`src/rtl/dmem_access_ctrl.sv`:
```
// dmem_access_ctrl: MEM-stage data-cache access sequencer and MEM/WB register.
// Ports: CLK/nRST, EX/MEM slot in, dcache req/resp, stall, WB bundle, sticky flags.
module dmem_access_ctrl (
  input  logic        CLK,
  input  logic        nRST,
  input  logic        valid,
  input  logic        dmemREN_l,
  input  logic        dmemWEN_l,
  input  logic [31:0] aluout,
  input  logic [31:0] storedata,
  input  logic        hlt_l,
  input  logic        regen_l,
  input  logic [4:0]  wsel_l,
  input  logic        dhit,
  input  logic [31:0] dmemload,
  output logic        dmemREN,
  output logic        dmemWEN,
  output logic [31:0] dmemaddr,
  output logic [31:0] dmemstore,
  output logic        mem_stall,
  output logic        wb_valid,
  output logic        wb_regen,
  output logic [4:0]  wb_wsel,
  output logic [31:0] wb_data,
  output logic        halt,
  output logic        err_align,
  output logic        err_timeout
);

  typedef enum logic [1:0] {
    IDLE   = 2'd0,
    ACCESS = 2'd1,
    HALTED = 2'd2
  } state_t;

  state_t      r_state;
  state_t      w_state_nxt;
  logic [31:0] r_addr;
  logic [31:0] r_sdata;
  logic        r_is_store;
  logic        r_regen;
  logic [4:0]  r_wsel;
  logic [7:0]  r_wait_cnt;
  logic [7:0]  w_cnt_nxt;
  logic        r_wb_valid;
  logic        r_wb_regen;
  logic [4:0]  r_wb_wsel;
  logic [31:0] r_wb_data;
  logic        r_err_align;
  logic        r_err_timeout;

  logic w_idle;
  logic w_access;
  logic w_memop;
  logic w_aligned;
  logic w_newop;
  logic w_misalign;
  logic w_to_halt;
  logic w_stall;

  assign w_idle     = (r_state == IDLE);
  assign w_access   = (r_state == ACCESS);
  assign w_memop    = valid & (dmemREN_l | dmemWEN_l);
  assign w_aligned  = (aluout[1:0] == 2'b00);
  assign w_newop    = w_idle & w_memop & w_aligned;
  assign w_misalign = w_idle & w_memop & ~w_aligned;
  // a memory op in the same slot takes priority over halt
  assign w_to_halt  = w_idle & ~w_newop & valid & hlt_l;
  assign w_cnt_nxt  = (r_wait_cnt == 8'hFF) ? 8'hFF
                    : r_wait_cnt + 8'd1;

  // state register
  always_ff @(posedge CLK or negedge nRST) begin
    if (!nRST) r_state <= IDLE;
    else       r_state <= w_state_nxt;
  end

  // next state
  always_comb begin
    w_state_nxt = r_state;
    unique case (r_state)
      IDLE: begin
        if (w_newop)        w_state_nxt = ACCESS;
        else if (w_to_halt) w_state_nxt = HALTED;
      end
      ACCESS: if (dhit) w_state_nxt = IDLE;
      HALTED: w_state_nxt = HALTED;
      default: w_state_nxt = IDLE;
    endcase
  end

  // outputs
  always_comb begin
    dmemREN = w_access & ~r_is_store;
    dmemWEN = w_access & r_is_store;
    w_stall = w_newop | (w_access & ~dhit)
            | (r_state == HALTED);
    halt    = (r_state == HALTED);
  end

  assign mem_stall   = w_stall;
  assign dmemaddr    = r_addr;
  assign dmemstore   = r_sdata;
  assign wb_valid    = r_wb_valid;
  assign wb_regen    = r_wb_regen;
  assign wb_wsel     = r_wb_wsel;
  assign wb_data     = r_wb_data;
  assign err_align   = r_err_align;
  assign err_timeout = r_err_timeout;

  // request latch and wait counter
  always_ff @(posedge CLK or negedge nRST) begin
    if (!nRST) begin
      r_addr        <= '0;
      r_sdata       <= '0;
      r_is_store    <= 1'b0;
      r_regen       <= 1'b0;
      r_wsel        <= '0;
      r_wait_cnt    <= '0;
      r_err_timeout <= 1'b0;
    end else if (w_newop) begin
      r_addr     <= aluout;
      r_sdata    <= storedata;
      r_is_store <= dmemWEN_l;
      r_regen    <= regen_l;
      r_wsel     <= wsel_l;
      r_wait_cnt <= '0;
    end else if (w_access & ~dhit) begin
      r_wait_cnt <= w_cnt_nxt;
      if (w_cnt_nxt == 8'hFF) r_err_timeout <= 1'b1;
    end
  end

  // MEM/WB register; only advances when the pipe moves
  always_ff @(posedge CLK or negedge nRST) begin
    if (!nRST) begin
      r_wb_valid  <= 1'b0;
      r_wb_regen  <= 1'b0;
      r_wb_wsel   <= '0;
      r_wb_data   <= '0;
      r_err_align <= 1'b0;
    end else begin
      if (w_misalign) r_err_align <= 1'b1;
      if (!w_stall) begin
        r_wb_valid <= valid & ~w_to_halt;
        if (w_access & ~r_is_store) begin
          r_wb_data  <= dmemload;
          r_wb_wsel  <= r_wsel;
          r_wb_regen <= r_regen;
        end else begin
          r_wb_data  <= aluout;
          r_wb_wsel  <= wsel_l;
          r_wb_regen <= regen_l & ~w_misalign;
        end
      end
    end
  end

endmodule

```
`config.mk`:
```
export PLATFORM = sky130hd
export DESIGN_NAME = dmem_access_ctrl
export DESIGN_NICKNAME = d
export VERILOG_FILES = /design/src/rtl/dmem_access_ctrl.sv
export SDC_FILE = /design/constraint.sdc
export NUM_CORES = 1
export LEC_CHECK = 0
export ABC_AREA = 1
export ABC_CLOCK_PERIOD_IN_PS = 4800
export BUFFER_PORTS_ARGS = -buffer_cell sky130_fd_sc_hd__buf_2
export CORE_ASPECT_RATIO = 0.7
export CORE_MARGIN = 3
export CORE_UTILIZATION = 52
export CTS_CLUSTER_DIAMETER = 50
export DETAILED_ROUTE_END_ITERATION = 12
export GPL_TIMING_DRIVEN = 1
export PLACE_DENSITY_LB_ADDON = 0.08
export SLEW_MARGIN = 10
export SYNTH_ARGS = -nofsm -noshare
export SYNTH_HDL_FRONTEND = slang
export SYNTH_SLANG_ARGS = --single-unit
```
`constraint.sdc`:
```
create_clock -name CLK -period 4.8 [get_ports CLK]
set_clock_uncertainty 0.1 [all_clocks]
set_input_delay 0 -clock CLK [delete_from_list [all_inputs] [get_ports CLK]]
set_output_delay 0 -clock CLK [all_outputs]
set_load 0.005 [all_outputs]
```
# After elaboration in Yosys (flattened, before gate mapping)
# Cells that the tools add are included.
dict set report totals {
  regBits 122
  inputBits 109
  output_inout_bits 109
  elab_cells 56
}
dict set report op_classes {
  addsub 1
  eq_ne 6
  n_mux 10
  n_bitwise 21
  n_reduce_logical 5
}
# op count
set ops {}
lappend ops {{32-bit 2-to-1 mux} 1}
lappend ops {{8-bit 2-to-1 mux} 3}
lappend ops {{8-bit equality test, second input constant} 2}
lappend ops {{1-bit bitwise AND} 12}
lappend ops {{8-bit by 1-bit adder with 8-bit output, second input constant} 1}
lappend ops {{2-bit 2-to-1 mux} 3}
lappend ops {{1-bit inverter} 6}
lappend ops {{2-bit one-hot mux with 3 select lines} 1}
lappend ops {{5-bit 2-to-1 mux} 1}
lappend ops {{2-bit zero test} 2}
lappend ops {{3-bit by 1-bit != test with 1-bit output, second input constant} 1}
lappend ops {{1-bit bitwise OR} 3}
lappend ops {{3-bit AND reduction} 1}
lappend ops {{2-bit by 1-bit equality test with 1-bit output, second input constant} 1}
lappend ops {{2-bit equality test, second input constant} 1}
lappend ops {{2-bit != test, second input constant} 1}
lappend ops {{2-bit AND reduction} 1}
lappend ops {{2-bit nonzero test} 1}
lappend ops {{1-bit 2-to-1 mux} 1}

# Depth between registers and ports, before layout
# Gate-level depths: netlist of the first run.
dict set report logic_depth {
  ltp_word 11
  mapped_depth 10
  depth_no_buf 10
}

# Worst setup path after synthesis of the first run
# No wires, ideal clock.
dict set report synth_timing {
  path_type {flip-flop to flip-flop}
  startpoint {register r_wait_cnt[0]}
  endpoint {register r_err_timeout, in the netlist err_timeout}
  t_arrival_ns 1.356
  required_ns 4.635
  slack_ns 3.279
  stages_incl_launch_ff 10
  path_buffers 0
  synth_period_minus_slack_ns 1.521
  path_cell_list {dfrtp_1 ha_1 nand2_1 nor2_1 nand2_1 o21ai_0 nand2_1 nor2_1 nand3_1 nand2_1}
}
dict set report synth_via {
  elab_chain_len 4
}
# element line_no
set synth_lines {}
lappend synth_lines {{start: declaration} 43} ;# logic [7:0] r_wait_cnt;
lappend synth_lines {{start signal: assignment} 129} ;# r_wait_cnt <= w_cnt_nxt;
lappend synth_lines {{8-bit by 1-bit adder with 8-bit output or 8-bit equality test (tied branches)} {70, 69}}
lappend synth_lines {{8-bit 2-to-1 mux *} 69} ;# assign w_cnt_nxt = (r_wait_cnt == 8'hFF) ? 8'hFF
lappend synth_lines {{8-bit equality test *} 130} ;# if (w_cnt_nxt == 8'hFF) r_err_timeout <= 1'b1;
lappend synth_lines {{3-bit AND reduction (no line) *} -}
lappend synth_lines {{end signal: assignment} 120} ;# r_err_timeout <= 1'b0;
lappend synth_lines {{end signal: assignment} 130}
lappend synth_lines {{end: declaration} 50} ;# logic r_err_timeout;
# Every way passes the cells marked *; elsewhere a longest branch is shown, timed or not.
# A chain may end at the register's enable or synchronous reset.

# Worst setup path in the final report of the first run
dict set report layout_timing {
  startpoint {register r_state[0]}
  endpoint {register r_wb_data[4], in the netlist wb_data[4]}
}
dict set report layout_via {
  elab_chain_len 5
}
# element line_no
set layout_lines {}
lappend layout_lines {{start: declaration} 36} ;# state_t r_state;
lappend layout_lines {{start signal: assignment} 75} ;# else r_state <= w_state_nxt;
lappend layout_lines {{2-bit zero test} 61} ;# assign w_idle = (r_state == IDLE);
lappend layout_lines {{1-bit bitwise AND (2 in series)} 65} ;# assign w_newop = w_idle & w_memop & w_aligned;
lappend layout_lines {{1-bit bitwise OR} 96} ;# w_stall = w_newop | (w_access & ~dhit)
lappend layout_lines {{1-bit bitwise OR} 97} ;# | (r_state == HALTED);
lappend layout_lines {{end signal: assignment} 147} ;# r_wb_data <= dmemload;
lappend layout_lines {{end signal: assignment} 151} ;# r_wb_data <= aluout;
lappend layout_lines {{end: declaration} 48} ;# logic [31:0] r_wb_data;
# Parallel ways exist; a longest one is shown, timed or not.

==> flow_summary_export.csv, run 1 <==
group,metric,value,unit
place,hpwl,9900,um
pwr,sequentialPowerShare,39.7,%
cells_and_area,syn_to_final_growth,57.7,%
yosys,synthAdderAreaFrac,0.231,%
routing,vias_per_cell,5.23,
routing,drcViolationCount,0,
critical_path,cp_top_family,"buffers and inverters",
cts,cts_htree_levels,4,
pwr,p_sw,1.33,mW
yosys,synth_area_leaders,"dfrtp_1 (56%), nand2_1 (20%), o211ai_2 (6.9%), o21ai_0 (3.9%), inv_1 (3.7%)",
cts,insertion_delay,400,ps
critical_path,path_class,"flop to flop",
yosys,synth_top_family_by_area,"simple AND/OR/NAND/NOR gates",
routing,vias,5777,
yosys,async_reset_ff_share,100,%
yosys,synth_common_cells,"nand2_1 (284), dfrtp_1 (122), inv_1 (54)",
critical_path,max_stage_delay,650,ps
pwr,powerDensity,504,mW/mm^2
yosys,avgSynthCellArea,8.81,sq um
timing,rsz0062_at_grt,"false",
cts,cts.sinks,122,
cells_and_area,diodes,0,
yosys,synth-compound-area-share,12.4,%
yosys,synth-seq-area-share,56.2,%
timing,timing.final.max_slew_violations,0,
pwr,p_sw_share,30.9,%
cts,cts.path.max_buffers,2,
place,globalplace.congestion,0.898,
critical_path,crit_path_cell_trace,"nor2_2, nand3_4, buf_4, nand2_4, nor2_4, buf_4, o211ai_1, dlygate4sd3_1, nand2_1",
critical_path,end_kind,"flop",
yosys,synth_xor_area_share,0,%
timing,setup_violations,0,
critical_path,worst_path_most_repeated_cell,"buf_4",
cells_and_area,utilization,86.4,%
yosys,synth-simple-area-share,23.7,%
place,place_area,0.00652,sq mm
floorplan,io_pins,218,
floorplan,die_h,91.5,um
routing,drt_iter0_markers,477,
yosys,postSynthCellCount,616,
global_routing,grt_usage,32.4,%
timing,fin_ws,1480,ps
floorplan,row_count,30,
yosys,synth_area,0.00543,sq mm
routing,routedWlPerCell,17.1,um
timing,period_needed,3320,ps
min_path,hp-class,"input pin to flop",
floorplan,fp.dieW,128,um
yosys,synthFlopType,"dfrtp_1",
critical_path,worstPathRequired,5040,ps
cells_and_area,layout-drive-gt1-share,29.8,%
floorplan,core,0.00991,sq mm
cts,post_cts_resized,0,
critical_path,crit_buf_inv,3,
yosys,syn-num-nets,726,
global_routing,grt_pass1_wl,29700,um
cts,clkTransAtPathRegs,60,ps
routing,drtAntennaViolNets,0,
cells_and_area,nets,1074,
timing,max_clock_freq,0.302,GHz
timing,worst_pin_slew,1070,ps
pwr,p_int,2.98,mW
yosys,synth_cell_types,31,
critical_path,slowest_stage,"buf_4",
cts,cts-buffers-inserted,17,
timing,hold_violations,0,
yosys,muxShareOfSynthArea,0,%
routing,drt_first_pass_iters,5,
global_routing,grt_pass1_vias,5963,
global_routing,grt_max_degree,83,
pwr,clkPwrFrac,33.4,%
pwr,pwr-share-comb,26.8,%
yosys,synth-edff-count,0,
critical_path,cp.arrival,3550,ps
cts,tritoncts,"yes",
floorplan,die_area,0.0117,sq mm
floorplan,initial_core_util,54.8,%
timing,fin_crit_sh,69.1,%
yosys,ys_warn_count,0,
status,status,"completed",
routing,wl,18900,um
yosys,synth_top_area_cell,"dfrtp_1",
timing,holdWs,29.4,ps
run,maxCapViolCount,0,
timing,slew_headroom,28.9,%
timing,finalSetupTns,0,ps
place,port_buffers,217,
critical_path,r2r_slack,1480,ps
pwr,p_leak,4.71,nW
global_routing,gr-total-overflow,0,
yosys,synth.most_common_cell,"nand2_1",
pwr,vdd_drop_max,350,uV
yosys,ys_ff_latch,122,
yosys,yosys.area.top_type_share,56.2,%
cts,cts-root-buf,"clkbuf_16",
global_routing,antenna_found_initial,0,
place,dp_slack,2110,ps
cells_and_area,final_cell_area,0.00856,sq mm
critical_path,cp-start-kind,"flop",
critical_path,cp_max_fo,73,
logic make-up after synthesis:
family,after synthesis
AND/OR/NAND/NOR,322
flip-flops,122
buffers and inverters,86
AO/OA/AOI/OAI,85
adder cells (fa/ha/maj),1
sequential cells by signal, summed over array words and instances, names as in the netlist, 2 cells and up:
name        count
r_wait_cnt      8
r_wsel          5
dmemstore      32
wb_data        32
dmemaddr       32
wb_wsel         5
r_state         2
stage by stage:
step                instances  total power [mW]
global route             1105              4.54
detailed placement        936              2.71
floorplan                 616              2.13
CTS                      1105              4.25
global placement          936              2.66
finish                   1105              4.31
timing repair:
| item | CTS | global route |
|---|---|---|
| setup buffers | 0 | 0 |
| hold endpoints to repair | 196 | 0 |
| hold buffers | 137 | 0 |
worst min-delay path, stage by stage:
cell and delay, ps:
buf_2 80, o21a_1 170, nand3b_1 150, nand2_1 90
cells in the final DEF, fill, tap and decap left out, types with 6 or more instances in the layout:
master	n
buf_2	216
buf_4	6
bufinv_16	6
clkbuf_16	17
dfrtp_1	122
dlygate4sd3_1	137
inv_1	54
nand2_1	284
nand3_1	11
nor2_1	14
o211ai_1	7
o211ai_2	30
o21ai_0	42
layout make-up:
type                            count  area, sq um
Multi-Input combinational cell    408         1970
Clock buffer                       21          450
Inverter                           56          210
Clock inverter                     11          218
Sequential cell                   122         3050
Fill cell                         509         1350
Tap cell                          128          160
Timing Repair Buffer              359         2500
worst paths after layout:
kind / cells past startpoint / endpoint / start
setup / recovery: 9 / wb_data[4] / r_state[0]
hold / removal: 4 / err_align / dmemREN_l
setup reg to reg: 9 / wb_data[4] / r_state[0]
hold reg to reg: 2 / dmemaddr[31] / dmemaddr[31]
max in group asynchronous: 3 / dmemaddr[2] / nRST
min in group asynchronous: 2 / wb_data[11] / nRST
power groups by stage:
| stage | Clock, mW | Combinational, mW | Sequential [mW] |
|---|---|---|---|
| finish | 1.44 | 1.16 | 1.71 |
| global route | 1.51 | 1.28 | 1.75 |
| CTS | 1.46 | 1.11 | 1.69 |
| detailed placement | 0 | 1.02 | 1.69 |
| global placement | 0 | 0.979 | 1.68 |
| floorplan | 0 | 0.436 | 1.70 |
metal layers:
| metal | vias to the layer above | global-route usage [%] | wire (um) |
|---|---|---|---|
| met5 | - | 0 | 0 |
| met4 | 0 | 13.5 | 497 |
| met3 | 49 | 8.82 | 1560 |
| met2 | 316 | 55.8 | 9580 |
| met1 | 2776 | 38.2 | 7240 |
| li1 | 2636 | - | - |
No activity file was read; power rests on OpenSTA's default activity.
==> inputs of run 2 (changes only) <==
Settings changed: ABC_CLOCK_PERIOD_IN_PS 4800 to 3400, CORE_UTILIZATION 52 to 49.
Clock period 4.8 ns to 3.4 ns, I/O delays scaled along.
==> run 2 against run 1 <==
Against the previous run: maximum frequency increased by 20%; largest power group unchanged; highest routed layer unchanged; utilization is 5.5 points lower; sequential cell count did not move; first-iteration DRC count fell by 42%; largest cell class unchanged; final area down 0.29%; hold slack improved by 2.8 ps.
==> flow_summary_export.csv, run 2 (synthesized netlist as in run 1, its figures left out) <==
group,metric,value,unit
status,status,"completed",
cts,cts-root-buf,"clkbuf_16",
run,maxCapViolCount,0,
critical_path,r2r_slack,640,ps
cts,post_cts_resized,0,
critical_path,cp-start-kind,"flop",
pwr,p_total,5.81,mW
pwr,p_sw_share,31.5,%
global_routing,grt_max_degree,80,
pwr,p_sw,1.83,mW
critical_path,cp_max_fo,37,
cts,tritoncts,"yes",
floorplan,io_pins,218,
cts,cts.path.max_buffers,2,
global_routing,grt_pass1_wl,28300,um
cts,cts-buffers-inserted,17,
cells_and_area,layout-drive-gt1-share,30.0,%
place,port_buffers,217,
floorplan,fp.dieW,132,um
floorplan,initial_core_util,51.4,%
critical_path,path_class,"flop to flop",
routing,drt_iter0_markers,275,
timing,finalSetupTns,0,ps
routing,vias_per_cell,5.01,
global_routing,grt_usage,29.0,%
cts,insertion_delay,410,ps
pwr,powerDensity,681,mW/mm^2
routing,wl,17600,um
routing,drcViolationCount,0,
timing,max_clock_freq,0.362,GHz
pwr,p_leak,4.68,nW
global_routing,grt_pass1_vias,5697,
pwr,sequentialPowerShare,41.2,%
critical_path,worstPathRequired,3640,ps
critical_path,end_kind,"flop",
pwr,pwr-share-comb,27.8,%
floorplan,row_count,31,
routing,vias,5643,
global_routing,antenna_found_initial,0,
cts,post_cts_buffers,0,
routing,routedWlPerCell,15.6,um
timing,slew_headroom,33.0,%
timing,holdWs,32.3,ps
cts,cts-hold-fix-buffers,137,
timing,setup_violations,0,
cells_and_area,nets,1075,
cts,cts.sinks,122,
routing,drt_first_pass_iters,6,
pwr,p_int,3.98,mW
timing,timing.final.max_slew_violations,0,
place,globalplace.congestion,0.887,
timing,rsz0062_at_grt,"false",
pwr,clkPwrFrac,31.0,%
critical_path,cp.arrival,3000,ps
place,hpwl,10200,um
floorplan,die_h,94.1,um
timing,period_needed,2760,ps
routing,drtAntennaViolNets,0,
cells_and_area,syn_to_final_growth,57.2,%
min_path,hp-class,"input pin to flop",
timing,fin_crit_sh,81.2,%
global_routing,gr-total-overflow,0,
timing,worst_pin_slew,1010,ps
pwr,vdd_drop_max,423,uV
cells_and_area,nFillCells,670,
timing,hold_violations,0,
cells_and_area,final_cell_mix,"nand2_1 (284), buf_2 (216), dlygate4sd3_1 (137)",
cts,cts_htree_levels,4,
cells_and_area,final_common_cell,"nand2_1",
floorplan,core,0.0106,sq mm
cts,clkTransAtPathRegs,60,ps
floorplan,die_area,0.0124,sq mm
## run 2: changes by cell type in the layout (fill, tap and decap cells not counted)
cell,previous run,this run
buf_12,0,1
bufinv_16,6,3
clkbuf_1,3,2
clkinv_2,1,4
clkinv_4,2,1
clkinvlp_4,2,4
diode_2,0,1
## run 2: path summary, 6_finish.rpt
kind | from | endpoint | cells after the start
max | r_state[0] | wb_data[5] | 8
min | dmemREN_l | err_align | 4
max reg2reg | r_state[0] | wb_data[5] | 8
min reg2reg | err_timeout | err_timeout | 2
max in group asynchronous | nRST | dmemaddr[15] | 3
min in group asynchronous | nRST | wb_data[11] | 2
## run 2: layer usage
layer  up-vias  GRT usage (%)  part of all wire (%)  routed length, um
met3        43           9.21                   8.6               1510
met4         0           11.5                   2.2                383
met2       327           48.7                    49               8560
met5         -              0                     0                  0
met1      2628           35.3                    40               7100
li1       2645              -                     -                  -
## run 2: per-stage QoR
step,cells,utilization [%],area [sq um],setup WS (ps)
after CTS,1126,80.9,8530,726
final,1127,80.9,8530,639
after floorplan,616,-,5430,1880
after global placement,957,62.2,6570,1220
after detailed placement,957,62.2,6570,1110
after global routing,1126,80.9,8530,524
## run 2: critical path: stages (launching register included)
cell,delay [ps]
dfrtp_1,440
nor2_2,90
nand3_4,330
nand2_4,160
nor2_4,120
buf_4,510
o211ai_2,180
dlygate4sd3_1,630
nand2_1,100
## run 2: cell type report
type                    instances  area [sq um]  share of cell area, %
clock inverters                12           149                   1.74
clock buffers                  20           447                   5.23
flip-flops and latches        122          3050                   35.8
inverters                      56           210                   2.46
multi-input cells             408          1970                   23.1
repair buffers                360          2520                   29.5
diodes                          1          2.50                 0.0293
well taps                     148           185                   2.17
## run 2: power groups by stage
stage	sequential [mW]	combinational [mW]	clock [mW]
floorplan	2.40	0.616	0
global placement	2.37	1.39	0
detailed placement	2.37	1.45	0
CTS	2.37	1.57	1.83
global route	2.45	1.81	1.89
finish	2.39	1.62	1.80
